`src/rtl/systolic_array_ctrl_pkg.sv`:
```
// Shared types and helpers for the systolic array sequencer.
// SYSTOLIC_CTRL_PERF_EN (see top) enables the perf counters.
package systolic_pkg;

  localparam int DIM_DEF = 16;
  localparam int KW_DEF  = 10;

  typedef enum logic [2:0] {
    IDLE,
    CLEAR,
    FEED,
    DRAIN,
    EJECT,
    DONE
  } state_t;

  function automatic int pe_idx(
    input int i,
    input int j,
    input int dim
  );
    return i * dim + j;
  endfunction

endpackage

```
`src/rtl/systolic_array_ctrl_if.sv`:
```
// Operand request and result eject handshakes of the sequencer.
// master = sequencer, slave = fetch logic / result sink.
interface systolic_array_ctrl_if #(
  parameter int Dimension = systolic_pkg::DIM_DEF
);

  localparam int IW = $clog2(Dimension);

  logic          operand_req;
  logic          operand_valid;
  logic          out_valid;
  logic          out_ready;
  logic [IW-1:0] out_idx;

  modport master (
    output operand_req,
    output out_valid,
    output out_idx,
    input  operand_valid,
    input  out_ready
  );

  modport slave (
    input  operand_req,
    input  out_valid,
    input  out_idx,
    output operand_valid,
    output out_ready
  );

endinterface

```
`src/rtl/systolic_array_ctrl_wavefront.sv`:
```
// Skewed valid pipe: PE (i,j) accumulates when tap |i-j| is set.
// Shifts only on adv, so a stall freezes the whole wavefront.
module wavefront_valid_pipe
  import systolic_pkg::*;
#(
  parameter int Dimension = DIM_DEF
) (
  input  logic                           clk,
  input  logic                           rst,
  input  logic                           adv,
  input  logic                           vld_in,
  output logic [Dimension*Dimension-1:0] en_psum
);

  logic [Dimension-1:1] vld_q;
  logic [Dimension-1:0] vld;

  assign vld = {vld_q, vld_in};

  always_ff @(posedge clk or negedge rst) begin
    if (!rst) begin
      vld_q <= '0;
    end else if (adv) begin
      vld_q <= vld[Dimension-2:0];
    end
  end

  for (genvar i = 0; i < Dimension; i++) begin : g_row
    for (genvar j = 0; j < Dimension; j++) begin : g_col
      assign en_psum[pe_idx(i, j, Dimension)] =
        adv & vld[(i > j) ? i - j : j - i];
    end
  end

endmodule

```
`src/rtl/systolic_array_ctrl.sv`:
```
// Tile sequencer for the output-stationary systolic array.
// Define SYSTOLIC_CTRL_PERF_EN to build the busy/stall counters.
module systolic_array_ctrl
  import systolic_pkg::*;
#(
  parameter int Dimension = DIM_DEF,
  parameter int KW        = KW_DEF
) (
  input  logic                           clk,
  input  logic                           rst,
  input  logic                           start,
  input  logic [KW-1:0]                  k_len,
  input  logic [Dimension-1:0]           cfg_ifmap_sel,
  systolic_array_ctrl_if.master          hs,
  output logic [Dimension*Dimension-1:0] en_in,
  output logic [Dimension*Dimension-1:0] en_psum,
  output logic [Dimension*Dimension-1:0] en_out,
  output logic [Dimension*Dimension-1:0] clear_psum,
  output logic [Dimension-1:0]           ifmaps_sel,
  output logic [Dimension-1:0]           output_eject_ctrl,
  output logic                           busy,
  output logic                           done,
  output logic [31:0]                    perf_busy_cycles,
  output logic [31:0]                    perf_stall_cycles
);

  localparam int N  = Dimension * Dimension;
  localparam int IW = $clog2(Dimension);

  state_t         state;
  state_t         state_nx;
  logic [KW-1:0]  k_q;
  logic [KW-1:0]  feed_cnt;
  logic [Dimension-1:0] sel_q;
  logic [IW-1:0]  drain_cnt;
  logic [IW-1:0]  out_idx_q;
  logic           req;
  logic           adv;
  logic           vld_in;
  logic           take;
  logic           row_acc;
  logic           last_row;
  logic           last_drain;
  logic           last_out;

  assign req = (state == FEED) && (feed_cnt < k_q);
  assign adv = (req & hs.operand_valid) | (state == DRAIN);
  assign vld_in = adv & (state == FEED) & hs.operand_valid;
  assign take = start & (state == IDLE);
  assign row_acc = (state == EJECT) & hs.out_ready;
  assign last_row = feed_cnt == k_q - KW'(1);
  assign last_drain = drain_cnt == IW'(Dimension - 2);
  assign last_out = out_idx_q == IW'(Dimension - 1);

  always_ff @(posedge clk or negedge rst) begin
    if (!rst) begin
      state <= IDLE;
    end else begin
      state <= state_nx;
    end
  end

  always_comb begin
    state_nx = state;
    unique case (state)
      IDLE:
        if (start) begin
          state_nx = (k_len == '0) ? DONE : CLEAR;
        end
      CLEAR: state_nx = FEED;
      FEED:
        if (adv && last_row) begin
          state_nx = DRAIN;
        end
      DRAIN:
        if (last_drain) begin
          state_nx = EJECT;
        end
      EJECT:
        if (row_acc && last_out) begin
          state_nx = DONE;
        end
      DONE: state_nx = IDLE;
      default: state_nx = IDLE;
    endcase
  end

  always_comb begin
    clear_psum        = '0;
    output_eject_ctrl = '0;
    en_out            = '0;
    hs.out_valid      = 1'b0;
    busy              = 1'b1;
    done              = 1'b0;
    unique case (1'b1)
      (state == IDLE):  busy = 1'b0;
      (state == CLEAR): clear_psum = '1;
      (state == FEED):  ;
      (state == DRAIN): ;
      (state == EJECT): begin
        output_eject_ctrl = '1;
        hs.out_valid      = 1'b1;
        en_out            = {N{hs.out_ready}};
      end
      (state == DONE):  done = 1'b1;
      default: busy = 1'b0;
    endcase
  end

  // Datapath counters; the latched config lives for the whole tile.
  always_ff @(posedge clk or negedge rst) begin
    if (!rst) begin
      k_q       <= '0;
      sel_q     <= '0;
      feed_cnt  <= '0;
      drain_cnt <= '0;
      out_idx_q <= '0;
    end else begin
      if (take) begin
        k_q       <= k_len;
        sel_q     <= cfg_ifmap_sel;
        feed_cnt  <= '0;
        out_idx_q <= '0;
      end
      if (state == FEED && adv) begin
        feed_cnt <= feed_cnt + 1'b1;
      end
      drain_cnt <= (state == DRAIN) ? drain_cnt + 1'b1 : '0;
      if (row_acc) begin
        out_idx_q <= last_out ? '0 : out_idx_q + 1'b1;
      end
    end
  end

  assign hs.operand_req = req;
  assign hs.out_idx     = out_idx_q;
  assign en_in          = {N{adv}};
  assign ifmaps_sel     = sel_q;

  wavefront_valid_pipe #(
    .Dimension(Dimension)
  ) u_pipe (
    .clk    (clk),
    .rst    (rst),
    .adv    (adv),
    .vld_in (vld_in),
    .en_psum(en_psum)
  );

`ifdef SYSTOLIC_CTRL_PERF_EN
  logic [31:0] pb_q;
  logic [31:0] ps_q;
  logic        stall;

  assign stall = ((state == FEED) & ~hs.operand_valid)
               | ((state == EJECT) & ~hs.out_ready);

  always_ff @(posedge clk or negedge rst) begin
    if (!rst) begin
      pb_q <= '0;
      ps_q <= '0;
    end else if (take) begin
      pb_q <= '0;
      ps_q <= '0;
    end else begin
      if (state != IDLE && pb_q != '1) begin
        pb_q <= pb_q + 1'b1;
      end
      if (stall && ps_q != '1) begin
        ps_q <= ps_q + 1'b1;
      end
    end
  end

  assign perf_busy_cycles  = pb_q;
  assign perf_stall_cycles = ps_q;
`else
  assign perf_busy_cycles  = '0;
  assign perf_stall_cycles = '0;
`endif

endmodule

```
`src/flat_wrapper.sv`:
```
// flat-port wrapper written by rule: the top's interface ports become plain ports
module systolic_array_ctrl_flat import systolic_pkg::*;
#(
  parameter int Dimension = DIM_DEF,
  parameter int KW        = KW_DEF
)
  (clk, rst, start, k_len, cfg_ifmap_sel, en_in, en_psum, en_out, clear_psum, ifmaps_sel, output_eject_ctrl, busy, done, perf_busy_cycles, perf_stall_cycles, hs_operand_req, hs_out_valid, hs_out_idx, hs_operand_valid, hs_out_ready);
  systolic_array_ctrl_if #(.Dimension(Dimension)) hs_i ();
  input  logic clk;
  input  logic rst;
  input  logic start;
  input  logic [KW-1:0] k_len;
  input  logic [Dimension-1:0] cfg_ifmap_sel;
  output logic [Dimension*Dimension-1:0] en_in;
  output logic [Dimension*Dimension-1:0] en_psum;
  output logic [Dimension*Dimension-1:0] en_out;
  output logic [Dimension*Dimension-1:0] clear_psum;
  output logic [Dimension-1:0] ifmaps_sel;
  output logic [Dimension-1:0] output_eject_ctrl;
  output logic busy;
  output logic done;
  output logic [31:0] perf_busy_cycles;
  output logic [31:0] perf_stall_cycles;
  output wire logic [$bits(hs_i.operand_req)-1:0] hs_operand_req;
  output wire logic [$bits(hs_i.out_valid)-1:0] hs_out_valid;
  output wire logic [$bits(hs_i.out_idx)-1:0] hs_out_idx;
  input wire logic [$bits(hs_i.operand_valid)-1:0] hs_operand_valid;
  input wire logic [$bits(hs_i.out_ready)-1:0] hs_out_ready;
  assign hs_operand_req = hs_i.operand_req;
  assign hs_out_valid = hs_i.out_valid;
  assign hs_out_idx = hs_i.out_idx;
  assign hs_i.operand_valid = hs_operand_valid;
  assign hs_i.out_ready = hs_out_ready;
  systolic_array_ctrl #(.Dimension(Dimension), .KW(KW)) u_core (.clk(clk), .rst(rst), .start(start), .k_len(k_len), .cfg_ifmap_sel(cfg_ifmap_sel), .hs(hs_i), .en_in(en_in), .en_psum(en_psum), .en_out(en_out), .clear_psum(clear_psum), .ifmaps_sel(ifmaps_sel), .output_eject_ctrl(output_eject_ctrl), .busy(busy), .done(done), .perf_busy_cycles(perf_busy_cycles), .perf_stall_cycles(perf_stall_cycles));
endmodule
```
`config.mk`:
```
export PLATFORM = sky130hd
export DESIGN_NAME = systolic_array_ctrl_flat
export DESIGN_NICKNAME = d
export VERILOG_FILES = /design/src/rtl/systolic_array_ctrl_pkg.sv /design/src/rtl/systolic_array_ctrl_if.sv /design/src/rtl/systolic_array_ctrl_wavefront.sv /design/src/rtl/systolic_array_ctrl.sv /design/src/flat_wrapper.sv
export SDC_FILE = /design/constraint.sdc
export NUM_CORES = 1
export LEC_CHECK = 0
export ABC_CLOCK_PERIOD_IN_PS = 29000
export CAP_MARGIN = 15
export CORE_AREA = 2 2 455 457
export DETAILED_ROUTE_END_ITERATION = 8
export DIE_AREA = 0 0 457 459
export DONT_BUFFER_PORTS = 1
export MAX_ROUTING_LAYER = met4
export PLACE_DENSITY = 0.3
export REMOVE_ABC_BUFFERS = 1
export SLEW_MARGIN = 10
export SYNTH_ARGS = -nofsm -noshare
export SYNTH_HDL_FRONTEND = slang
export SYNTH_HIERARCHICAL = 1
export SYNTH_SLANG_ARGS = --single-unit
export TNS_END_PERCENT = 20
```
`constraint.sdc`:
```
create_clock -name clk -period 29 [get_ports clk]
set_input_delay 0 -clock clk [delete_from_list [all_inputs] [get_ports clk]]
set_output_delay 0 -clock clk [all_outputs]
set_load 0.02 [all_outputs]
```
# After elaboration in Yosys (flattened, before gate mapping)
# Cells that the tools add are included.
# word_totals
register_bits	62
latch_bits	0
ram_bits	0
mem_bits_ro	0
inputBits	31
out_inout_bits	1128
mem_count	0
# classes
n_addsub	4
multipliers	0
div	0
n_lt_le_gt_ge	1
n_eq_ne	12
shift	0
mux	18
bitwise	22
reduce_logical	10
# ops
operator	count
$mux W256	2
$and A1 B1 Y1	21
$mux W10	2
$mux W16	1
$mux W4	4
$mux W3	5
$pmux W3 S5	1
$add A10 B1 Y10 const B	1
$eq A10 B10 Y1	1
$logic_not A10 Y1	1
$lt A10 B10 Y1	1
$sub A10 B1 Y10 const B	1
$add A4 B1 Y4 const B	2
$eq A4 B4 Y1 const B	2
$eq A3 B2 Y1 const B	2
$eq A3 B3 Y1 const B	2
$ne A2 B2 Y1 const B	3
$reduce_or A5 Y1	1
$logic_and A1 B1 Y1	4
$reduce_and A4 Y1	1
$reduce_bool A2 Y1	2
$eq A3 B1 Y1 const B	1
$logic_not A3 Y1	1
$mux W1	3
2 further kinds	2

# Depth between registers and ports, before layout
# logic_depth
ltp_word	7
ltp_mapped	10
mapped_depth_nobuf	8

# Hierarchy
# The synthesis kept the hierarchy.
# by_module_without_submodules
mod	instances	cells_each	area_each_um2	seq_area_each_um2
systolic_array_ctrl	1	1158	9080.0	1176.1
wavefront_valid_pipe	1	289	2511.2	375.4

# Worst setup path after synthesis
# OpenSTA, ideal clock, no wires.
# synth_timing
path_type	flip-flop to output port
from	register u_core.state[2]
to	output clear_psum[100]
t_arrival_ns	16.218
required_time_ns	29.000
path_slack_ns	12.782
stages_incl_launch_ff	4
path_cell_list	dfrtp_1 clkbuf_1 nor3b_1 buf_4
# synth_via
elab_chain_len	2
# synth_lines
item	line_no	source
from (decl)	systolic_array_ctrl.sv:30	state_t state;
from (signal assigned)	systolic_array_ctrl.sv:59	state <= state_nx;
$eq A3 B1 Y1	systolic_array_ctrl.sv:97	(state == CLEAR): clear_psum = '1;
$mux W256	systolic_array_ctrl.sv:95	unique case (1'b1)
to (decl)	flat_wrapper.sv:17	output logic [Dimension*Dimension-1:0] clear_psum;
# Every way passes these cells.

# Worst setup path in the final report
# layout_timing
from	register u_core.state[0]
to	output en_out[0]
# layout_via
elab_chain_len	2
# layout_lines
item	line_no	source
$eq A3 B3 Y1	systolic_array_ctrl.sv:100	(state == EJECT): begin
$mux W256	systolic_array_ctrl.sv:95	
to (decl)	flat_wrapper.sv:16	output logic [Dimension*Dimension-1:0] en_out;
# Every way passes these cells.

==> results by group <==
Floorplan
  – Die Y: 459 µm
  – DIE AREA: between 0.2 and 0.25 mm²
  – Std-Cell Rows: around 170
  – Die width: ~460 µm
  – Starting Density: 5.64%
  – Core box area: approximately 0.21 mm²
  – I/O pin cnt: 1159

STA
  – Max-slew violation count: 0
  – Final setup TNS: 0 ns
  – F_max: 145 MHz
  – Fin crit period: between 6 and 7 ns
  – Unrepaired setup endpoints after global routing: no
  – Relative slew margins: 21.2%
  – Hold Vio Cnt, Final: 0
  – Max Clock Skew: between 0.007 and 0.008 ns
  – Worst slew pin tran: between 1 and 1.5 ns
  – Final setup violation count: 0
  – Crit share post-route: around a quarter

Logic synthesis
  – Avg Synthesized Cell Area: ~8.0 µm²
  – Post-synth EDFFs: 0
  – Seq cells post-synth: slightly above 60
  – Largest family of logic cells by synthesized area: buffers and inverters
  – Synthesized cell area: approximately 0.012 mm²
  – Mapped Cells: 1447
  – Adder-Cell Fraction of Synth Area: 1.62%
  – Yosys cell types: between 50 and 60
  – Post-Synth XOR/XNOR Area: under 10%
  – Synthesis Warnings: 6
  – Sequential area share after synthesis: between 10 and 15%
  – Synth Area in Compound Gates: about 3.5%
  – Async S/R FF share, synth: 100%
  – Top_reg_cell synth: dfrtp_1
  – Post-Synth Simple-Gate Area: under 10%
  – Post-synthesis mux area share: under 10%

Worst setup path
  – Setup crit start kind: flop
  – CP Data Arrival Time: roughly 6.9 ns
  – Crit path required time: 29.00 ns
  – Crit path max fanout: 162
  – Critical setup path kind: reg2out
  – Crit end category: output port

Pwr
  – Sequential Power Share: 18.2%
  – Power share of the combinational group: between 70% and 80%
  – VDD IR-drop max: between 0.1 and 0.15 mV
  – P_leak: 2.37 nW
  – Switching share of total power: about 73%
  – Clk pwr share: between 10% and 20%
  – Net load switching power: 0.000800 W
  – Pint: about 0.00029 W
  – PD cells: approximately 130 mW/mm²

Route
  – Per-cell routed wire length: a little under 10 µm
  – DR iter-0 viols: between 200 and 250
  – Via density: 1.06
  – Post-route DRC: 0
  – Remaining antenna violation count: 0
  – Vias after detailed routing: about 3400
  – Drt pass-1 iters: 5
  – Total wire length: between 30000 and 40000 µm

CTS
  – Clk buf depth: 2
  – CTS resizes: 0
  – CTS buffer count: 9
  – Clock transition at path regs: ~0.06 ns
  – CTS tree: done
  – Postcts setup bufs: 0
  – CTS root buf: clkbuf_16
  – Hold buffers post-CTS: 29
  – CTS H-tree lvls: 3
  – CTS Sinks: 62
  – Clock latency on the worst-skew pair: approximately 0.37 ns

Outcome
  – Status: completed

Final layout
  – NumNets Final: 527
  – Most frequent cells in the layout: nand2_1 (76), conb_1 (64), dfrtp_1 (62)
  – Fin area: around 0.0082 mm²
  – Commonest non-fill, non-tap cell in the layout: nand2_1
  – Area Growth Syn to Fin: -29.6%
  – Layout fillers: between 20000 and 25000
  – Layout cell share with drive strength beyond 1: 19.6%
  – Final core utilization: 3.97%

Place
  – HPWL Detailed: between 20000 and 30000 µm
  – Routability cong.: between 0.6 and 0.7
  – I/O Buffers: 0
  – Placed cell area: roughly 0.0076 mm²

Global route
  – Gr ovfl total: 0
  – Vias in the first global route: about 3500
  – First-pass GRT wire length: 38700 µm
  – Gr usage total: about 3%
  – Initial antenna violation count: 17
  – Largest net degree at the start of global routing: approximately 160

Worst hold path
  – Worst min-delay path class: in2reg

Job
  – Max-cap violations: 0
==> cell usage after synthesis (5+ instances only) <==
cell         n  share of area [%]
buf_4     1087                 70
xor2_1       6               0.45
clkbuf_1    10               0.32
ha_1        15                1.6
mux2_4      10                1.3
mux2_2       5               0.49
dfrtp_1     62                 13
a21oi_1      6               0.26
o21ai_0     24                1.0
nand2_1     77                2.5
nor2_1      15               0.49
xnor2_1      8               0.60
nand3_1     10               0.43
nor3_1       7               0.30
nor4_1       5               0.27
inv_1       18               0.58
and2_1      18               0.97
==> path summary, 6_finish.rpt <==
| kind | startpoint | endpoint | slack (ns) | cells after the start |
|---|---|---|---|---|
| min in group asynchronous | rst | u_core/k_q[5] | 0.22 | 2 |
| max in group asynchronous | rst | u_core/ifmaps_sel[13] | 28.42 | 2 |
| max | u_core/state[0] | en_out[0] | 22.09 | 6 |
| max reg2reg | u_core/k_q[3] | u_core/u_pipe/vld_q[2] | 25.42 | 9 |
| min reg2reg | u_core/drain_cnt[0] | u_core/drain_cnt[0] | 0.50 | 1 |
| min | k_len[8] | u_core/state[2] | 0.08 | 4 |
==> sequential cells by signal, indices dropped and copies added (netlist names) <==
signal,count
u_core/drain_cnt,4
u_core/feed_cnt,10
u_core/hs.out_idx,4
u_core/ifmaps_sel,16
u_core/k_q,10
u_core/state,3
u_core/u_pipe/vld_q,15
==> per-stage QoR <==
step | setup slack [ns] | power (W) | hold WS [ns] | cells
2_1_floorplan | -79.63 | 0.000679 | -0.296 | 408
3_3_place_gp | 22.25 | 0.000984 | -0.283 | 3145
3_5_place_dp | 22.28 | 0.000984 | -0.282 | 3145
4_1_cts | 21.86 | 0.00112 | 0.0498 | 3189
5_1_grt | 21.68 | 0.00117 | 0.0906 | 3193
6_report | 22.09 | 0.00110 | 0.0787 | 3194
==> per-layer routing <==
| layer | vias to the layer above | global-route usage (%) | routed length, µm |
|---|---|---|---|
| li1 | 1419 | - | - |
| met1 | 1628 | 2.97 | 10500 |
| met2 | 302 | 4.16 | 12900 |
| met3 | 44 | 2.60 | 6660 |
| met4 | 0 | 0.963 | 620 |
| met5 | - | - | 0 |
==> cells by family after synthesis <==
logic type	count (synthesis)
AO/OA/AOI/OAI	57
flip-flops	62
multiplexers	19
XOR/XNOR	14
other	1
adder cells (fa/ha/maj)	15
buffers and inverters	1120
AND/OR/NAND/NOR	159
==> area by class of cell <==
class                           count  area (µm²)  area share (%)
Tap cell                         2704        3380            41.5
Multi-Input combinational cell    328        2020            24.8
Sequential cell                    62        1550            19.0
Timing Repair Buffer               62         826            10.1
Clock buffer                       11         243            2.97
Inverter                           18        75.1           0.920
Clock inverter                      4        47.5           0.583
Antenna cell                        5        12.5           0.153
==> power by group through the flow <==
| stage | combinational [W] | sequential, W | clock, W |
|---|---|---|---|
| 4_1_cts | 0.000791 | 0.000200 | 0.000125 |
| 3_5_place_dp | 0.000783 | 0.000201 | 0 |
| 3_3_place_gp | 0.000782 | 0.000202 | 0 |
| 6_report | 0.000780 | 0.000199 | 0.000116 |
| 2_1_floorplan | 0.000520 | 0.000159 | 0 |
| 5_1_grt | 0.000831 | 0.000212 | 0.000127 |
==> critical path, cell delays in order, from the launching register on <==
cell and delay, ns:
dfrtp_1 0.47, nor2_1 0.31, nand3_1 0.39, inv_8 0.67, buf_4 1.02, buf_12 2.35
buf_16 0.80
Power figures use the tool's default switching activity.
